`src/rtl/boot_rom_arb_pkg.sv`:
```
// boot_rom_arb_pkg: shared types and constants for the boot ROM arbiter.
// Holds the FSM state encoding and the grant encoding used to tag which
// requester (instruction fetch or data load) owns the current ROM access.
package boot_rom_arb_pkg;

  // Arbiter FSM states: one ROM access walks IDLE -> ADDR -> DATA -> RESP.
  typedef enum logic [1:0] {
    IDLE = 2'd0,
    ADDR = 2'd1,
    DATA = 2'd2,
    RESP = 2'd3
  } state_e;

  // Grant encoding: requester 0 is instruction fetch, requester 1 is data load.
  localparam logic GRANT_FETCH = 1'b0;
  localparam logic GRANT_LOAD  = 1'b1;

endpackage : boot_rom_arb_pkg

```
`src/rtl/boot_rom_arbiter.sv`:
```
// boot_rom_arbiter: shares a single-port, 1-cycle-latency synchronous boot
// ROM between an instruction-fetch requester (0) and a data-load requester (1).
// Each access registers the ROM address, waits out the ROM latency, captures
// rom_q into the granted requester's rdata register and pulses its ready for
// exactly one cycle. One access completes every 4 cycles.
//
// Build option BOOT_ROM_ARB_RR_EN:
//   defined   - round-robin between the two requesters on contention
//   undefined - fixed priority, requester 0 (fetch) wins on contention
module boot_rom_arbiter
  import boot_rom_arb_pkg::*;
#(
  parameter int DATA_WIDTH = 32,
  parameter int ADDR_WIDTH = 10
) (
  input  logic                  clk,
  input  logic                  resetn,
  input  logic                  req0_valid,
  input  logic [ADDR_WIDTH-1:0] req0_addr,
  output logic                  req0_ready,
  output logic [DATA_WIDTH-1:0] req0_rdata,
  input  logic                  req1_valid,
  input  logic [ADDR_WIDTH-1:0] req1_addr,
  output logic                  req1_ready,
  output logic [DATA_WIDTH-1:0] req1_rdata,
  output logic [ADDR_WIDTH-1:0] rom_addr,
  input  logic [DATA_WIDTH-1:0] rom_q,
  output logic                  busy
);

  state_e                r_state;
  logic                  r_grant;
  logic                  r_last_grant;
  logic [ADDR_WIDTH-1:0] r_rom_addr;
  logic                  r_ready0;
  logic                  r_ready1;
  logic [DATA_WIDTH-1:0] r_rdata0;
  logic [DATA_WIDTH-1:0] r_rdata1;
  logic                  r_busy;

  logic                  w_any_valid;
  logic                  w_pick;

  // Grant selection for a new access, evaluated only while IDLE.
  always_comb begin
    w_any_valid = req0_valid | req1_valid;
    w_pick      = GRANT_FETCH;
`ifdef BOOT_ROM_ARB_RR_EN
    if (req0_valid && req1_valid) begin
      w_pick = ~r_last_grant;
    end else if (req1_valid) begin
      w_pick = GRANT_LOAD;
    end else begin
      w_pick = GRANT_FETCH;
    end
`else
    if (req0_valid) begin
      w_pick = GRANT_FETCH;
    end else if (req1_valid) begin
      w_pick = GRANT_LOAD;
    end else begin
      w_pick = GRANT_FETCH;
    end
`endif
  end

  // Access FSM with all outputs registered; reset aborts any access in flight.
  always_ff @(posedge clk) begin
    if (!resetn) begin
      r_state      <= IDLE;
      r_grant      <= GRANT_FETCH;
      r_last_grant <= GRANT_LOAD;
      r_rom_addr   <= '0;
      r_ready0     <= 1'b0;
      r_ready1     <= 1'b0;
      r_rdata0     <= '0;
      r_rdata1     <= '0;
      r_busy       <= 1'b0;
    end else begin
      case (r_state)
        IDLE: begin
          if (w_any_valid) begin
            r_rom_addr <= (w_pick == GRANT_LOAD) ? req1_addr : req0_addr;
            r_grant    <= w_pick;
            r_busy     <= 1'b1;
            r_state    <= ADDR;
          end
        end
        ADDR: begin
          r_state <= DATA;
        end
        DATA: begin
          if (r_grant == GRANT_LOAD) begin
            r_rdata1 <= rom_q;
            r_ready1 <= 1'b1;
          end else begin
            r_rdata0 <= rom_q;
            r_ready0 <= 1'b1;
          end
          r_last_grant <= r_grant;
          r_state      <= RESP;
        end
        RESP: begin
          r_ready0 <= 1'b0;
          r_ready1 <= 1'b0;
          r_busy   <= 1'b0;
          r_state  <= IDLE;
        end
        default: begin
          r_ready0 <= 1'b0;
          r_ready1 <= 1'b0;
          r_busy   <= 1'b0;
          r_state  <= IDLE;
        end
      endcase
    end
  end

  assign rom_addr   = r_rom_addr;
  assign req0_ready = r_ready0;
  assign req1_ready = r_ready1;
  assign req0_rdata = r_rdata0;
  assign req1_rdata = r_rdata1;
  assign busy       = r_busy;

  // Only one requester is ever answered at a time.
  a_ready_onehot: assert property (@(posedge clk) disable iff (!resetn)
    !(r_ready0 && r_ready1));

  // The response cycle always belongs to the grant just recorded as last_grant.
  a_last_grant: assert property (@(posedge clk) disable iff (!resetn)
    (r_state == RESP) |-> (r_last_grant == r_grant));

endmodule : boot_rom_arbiter
```
`config.mk`:
```
export PLATFORM = sky130hd
export DESIGN_NAME = boot_rom_arbiter
export DESIGN_NICKNAME = d
export VERILOG_FILES = /design/src/rtl/boot_rom_arb_pkg.sv /design/src/rtl/boot_rom_arbiter.sv
export SDC_FILE = /design/constraint.sdc
export NUM_CORES = 1
export LEC_CHECK = 0
export BUFFER_PORTS_ARGS = -buffer_cell sky130_fd_sc_hd__buf_2
export CORE_MARGIN = 3
export CORE_UTILIZATION = 35
export CTS_BUF_LIST = sky130_fd_sc_hd__clkbuf_8
export CTS_CLUSTER_DIAMETER = 60
export DETAILED_ROUTE_END_ITERATION = 10
export SYNTH_ARGS = -nofsm -noshare
export SYNTH_HDL_FRONTEND = slang
export SYNTH_SLANG_ARGS = --single-unit
```
`constraint.sdc`:
```
create_clock -name clk -period 1.55 [get_ports clk]
set_input_delay 0.0775 -clock clk [delete_from_list [all_inputs] [get_ports clk]]
set_output_delay 0.0775 -clock clk [all_outputs]
set_load 0.05 [all_outputs]
```
; After elaboration in Yosys (flattened, before gate mapping)
; Index checks and enable logic that the tools add are counted.
[totals]
reg_bits = 80
in_bits = 56
out_inout_bits = 77
wordCells = 36
[classes]
eq_ne = 6
mux = 11
n_bitwise = 2
reduce_logical = 9
[op_table]
columns = cell, n
row1 = $reduce_and 2->1, 6
row2 = $mux 10, 1
row3 = $pmux 2 s4, 1
row4 = $ne 2x2->1 const B, 3
row5 = $pmux 1 s2, 3
row6 = $mux 1, 5
row7 = $eq 2x2->1 const B, 2
row8 = $reduce_bool 2->1, 2
row9 = $eq 2x1->1 const B, 1
row10 = $logic_not 2->1, 1
row11 = $mux 2, 1
row12 = $not 1->1, 1
row13 = $or 1x1->1, 1

; Depth between registers and ports, before layout
[logic_depth]
word_depth = 3
mapped_depth = 7
ltp_nobuf = 5

; Worst setup path before layout
; OpenSTA, ideal clock, no wires.
[synth_timing]
path_kind = register to register
from = register r_state[0]
to = register r_busy (netlist: busy)
setup_ps = 119
arrival_ps = 1233
required_ps = 1431
path_slack_ps = 198
stages_incl_launch_ff = 6
path_buffers = 0
period_less_slack_ps = 1352
path_cell_list = dfxtp_1 -> inv_1 -> ha_1 -> nor3b_4 -> nor2_1 -> o221a_1
[synth_between]
elab_chain_cells = 3
word_cells_on_any_way = 6
classes_between = 2 x eq/ne / 1 x mux / 3 x reduce/logical
[synth_lines]
columns = element, line_no
row1 = from (decl), boot_rom_arbiter.sv:31  ; state_e r_state;
row2 = from (signal assigned), boot_rom_arbiter.sv:70  ; r_state <= IDLE;
row3 = from (signal assigned), boot_rom_arbiter.sv:86  ; r_state <= ADDR;
row4 = from (signal assigned), boot_rom_arbiter.sv:90  ; r_state <= DATA;
row5 = $eq 2x2->1 / $logic_not 2->1 (equally long branches), boot_rom_arbiter.sv:80  ; case (r_state)
row6 = $reduce_bool 2->1 (no source line) / $ne 2x2->1 (equally long branches), n/a
row7 = $reduce_and 2->1 (no source line), n/a
row8 = to (signal assigned), boot_rom_arbiter.sv:78  ; r_busy <= 1'b0;
row9 = to (signal assigned), boot_rom_arbiter.sv:85  ; r_busy <= 1'b1;
row10 = to (signal assigned), boot_rom_arbiter.sv:106  ; r_busy <= 1'b0;
row11 = to (decl), boot_rom_arbiter.sv:39  ; logic r_busy;
; Parallel ways exist; a longest one is shown, timed or not.
; A chain may end at the register's enable or synchronous reset.

; Worst setup path in the final report
[layout_timing]
from = register r_state[0]
to = register r_rdata1[6] (netlist: req1_rdata[6])
[layout_between]
elab_chain_cells = 2
[layout_lines]
columns = element, line_no
row1 = $eq 2x2->1, n/a
row2 = $reduce_and 2->1 (no source line), n/a
row3 = to (signal assigned), boot_rom_arbiter.sv:94  ; r_rdata1 <= rom_q;
row4 = to (decl), boot_rom_arbiter.sv:38  ; logic [DATA_WIDTH-1:0] r_rdata1;
; Every way passes these cells.

==> flow_metrics.tcl <==
set metrics [dict create \
    status "complete, no violations" \
    layout_common_cells "nand2_1 (149), buf_2 (132), dfxtp_1 (79)" \
    antenna_found_initial 0 \
    r2r-end "req1_rdata[6]" \
    ys_types 24 \
    syn_inst 372 \
    ys_seq_area_share_pct 53.2 \
    area_growth_syn_to_layout_pct 50.8 \
    tns_ns 0 \
    grt_first_pass_wirelength_mm 14.2 \
    layout_commonest_cell "nand2_1" \
    die_area_mm2 0.00975 \
    fmax_mhz 712 \
    whs_path_depth 2 \
    core_mm2 0.00830 \
    cts_buffers 9 \
    die-height_um 98.7 \
    clkPwrFrac_pct 21.3 \
    gr-max-usage-layer "met2" \
    synth_top_area_cell "dfxtp_1" \
    clock_latency_ns 0.34 \
    clock-root-buffer "clkbuf_8" \
    synthArstFlopShare_pct 0 \
    holdPathEnd "req0_ready" \
    reg2reg_from "r_state[0]" \
    crit_start "r_state[0]" \
    post-route-drc-count 0 \
    cts_sinks 80 \
    worstHoldStart "resetn" \
    finalCritPeriodShare_pct 90.6 \
    cp.arrival_ns 1.62 \
    initial_core_util_pct 36.3 \
    p_int_w 0.00411 \
    hpwl_mm 5.63 \
    drtPass1Iterations 5 \
    overflow 0 \
    yosys.area.top_type_share_pct 53.2 \
    slew_headroom_pct 72.2 \
    combPwrFrac_pct 41.9 \
    worst_pin_slew_ns 0.417 \
    grt_use_total_pct 18.0 \
    skew_ns 0.0101 \
    power_density_mw_per_mm2 1560 \
    power.total_w 0.00710 \
    ff2ff_path_depth 6 \
    ant_nets 0 \
    synth_edf_count 0 \
    tritoncts "built" \
    r2r_setup_slack_ns 0.15 \
    routed_wl_mm 8.78 \
    clockBufferDepth 2 \
    netSwitchingPower_w 0.00299 \
    finalSetupViolCount 0 \
    globalRouteMet2Util_pct 30.7 \
    hold_viol_final 0 \
    whs_ns 0.118 \
    synth_ff_type "dfxtp_1" \
    final_nets 616 \
    crit_fanout 14 \
    n_antenna_cell 0 \
    gp_congestion 0.750 \
    rsz0062_at_grt "no" \
    ys_seq_elements 80 \
    use_met1_pct 21.7 \
    n_fill_cell 796 \
    drt_first_iter_violations 93 \
    drt-vias-per-instance 4.70 \
    wl_per_cell_um 13.2 \
    p_seq_share_pct 36.7 \
    use_met3_pct 3.26 \
    cp-end-kind "register" \
    slew_violations 0 \
    clkTransAtPathRegs_ns 0.08 \
    die_w_um 98.7 \
    avgSynthCellArea_um2 8.09 \
    ctsHtreeMaxLevel 3 \
    synthTopCellsByArea "dfxtp_1 (53%), nand2_1 (19%), a21oi_1 (11%)" \
    finalCriticalPeriod_ns 1.40 \
    criticalPathCategory "reg2reg" \
    grt_max_degree 29 \
    placement.io_buffers 132 \
    utilization_pct 54.7 \
    ys_warn_count 0 \
    synth_nets 434 \
    cts_setup_buffers 0 \
    max_cap_violations 0 \
    drive_above_1_share_pct 29.9 \
    syn-cell-area_mm2 0.00301 \
    holdCritPathClass "in2reg" \
    vdd_drop_max_v 0.000826 \
    startpoint_type "register" \
    vias 3118 \
    power.leakage_nw 2.02 \
    cp.required_ns 1.76 \
    rows 33 \
    ioPinCount 133 \
    switching_share_pct 42.1 \
    grt_pass1_vias 2983 \
]
==> cells in the mapped netlist (2+ instances only) <==
cell      count
inv_1         3
ha_1          6
nand2_1     149
a211oi_1      3
dfxtp_1      80
buf_6         3
o21ai_1       5
a31oi_1      10
nand2b_1      2
clkbuf_1      6
buf_4         7
nor2_1        4
buf_2        10
nor2b_1       4
o21ai_0       7
a21oi_1      65
==> sequential cells by signal, indices dropped and copies added, names as in the netlist <==
register and flops:
busy 1, r_grant 1, r_state 2, req0_rdata 32, req0_ready 1, req1_rdata 32, req1_ready 1, rom_addr 10
==> cell type report <==
class | instances | area, um^2 | area share, %
repair buffers | 197 | 1340 | 29.6
clock inverters | 5 | 56.3 | 1.24
clock buffers | 10 | 138 | 3.03
multi-input cells | 263 | 1250 | 27.6
well taps | 105 | 131 | 2.90
inverters | 3 | 11.3 | 0.248
flip-flops and latches | 80 | 1600 | 35.3
==> kinds of logic (layout without fill, tap and decap cells) <==
family                   Yosys count  after routing  share of synthesized area [%]
AND/OR/NAND/NOR                  162            162                           21.3
AO/OA/AOI/OAI                     93             93                           16.6
flip-flops                        80             80                           53.2
buffers and inverters             29            215                           5.65
adder cells (fa/ha/maj)            6              6                           2.49
multiplexers                       2              2                          0.707
==> worst max-delay path, stage by stage (launching register included) <==
cell and delay [ns]:
dfxtp_1 0.37, inv_2 0.09, ha_1 0.24, and2_2 0.24, buf_4 0.20, nand2_1 0.08
a21oi_1 0.06
==> metal layers <==
metal	share of wire (%)	wire length, um
met1	43	3760
met2	50	4390
met3	4.3	380
met4	2.8	246
met5	0	0
==> timing repair <==
action	CTS	global route
gates resized for setup	1	4
hold buffers	53	0
endpoints found under the hold margin	75	0
setup endpoints to repair	1	33
==> how the worst max path moves through the flow <==
stage	endpoint	slack, ns	cells past startpoint
after floorplan	busy	0.20	5
after global placement	busy	0.1	5
after detailed placement	busy	0.04	5
after CTS	req1_rdata[6]	0.03	6
after global routing	req1_rdata[22]	0.004	6
final	req1_rdata[6]	0.15	6
==> stage by stage <==
| stage | setup slack, ns | instances | area, um^2 |
|---|---|---|---|
| after CTS | 0.0262 | 663 | 4520 |
| after global routing | 0.00411 | 663 | 4540 |
| after global placement | 0.0982 | 595 | 3800 |
| after detailed placement | 0.0400 | 595 | 3800 |
| after floorplan | 0.198 | 372 | 3010 |
| final | 0.146 | 663 | 4540 |
==> power groups by stage <==
stage          registers [W]  logic [W]  clock network [W]
2_1_floorplan        0.00376   0.000958                  0
3_3_place_gp         0.00264    0.00280                  0
3_5_place_dp         0.00265    0.00283                  0
4_1_cts              0.00261    0.00295            0.00157
5_1_grt              0.00266    0.00318            0.00167
6_report             0.00261    0.00298            0.00151
(Power assumes the default switching activity.)
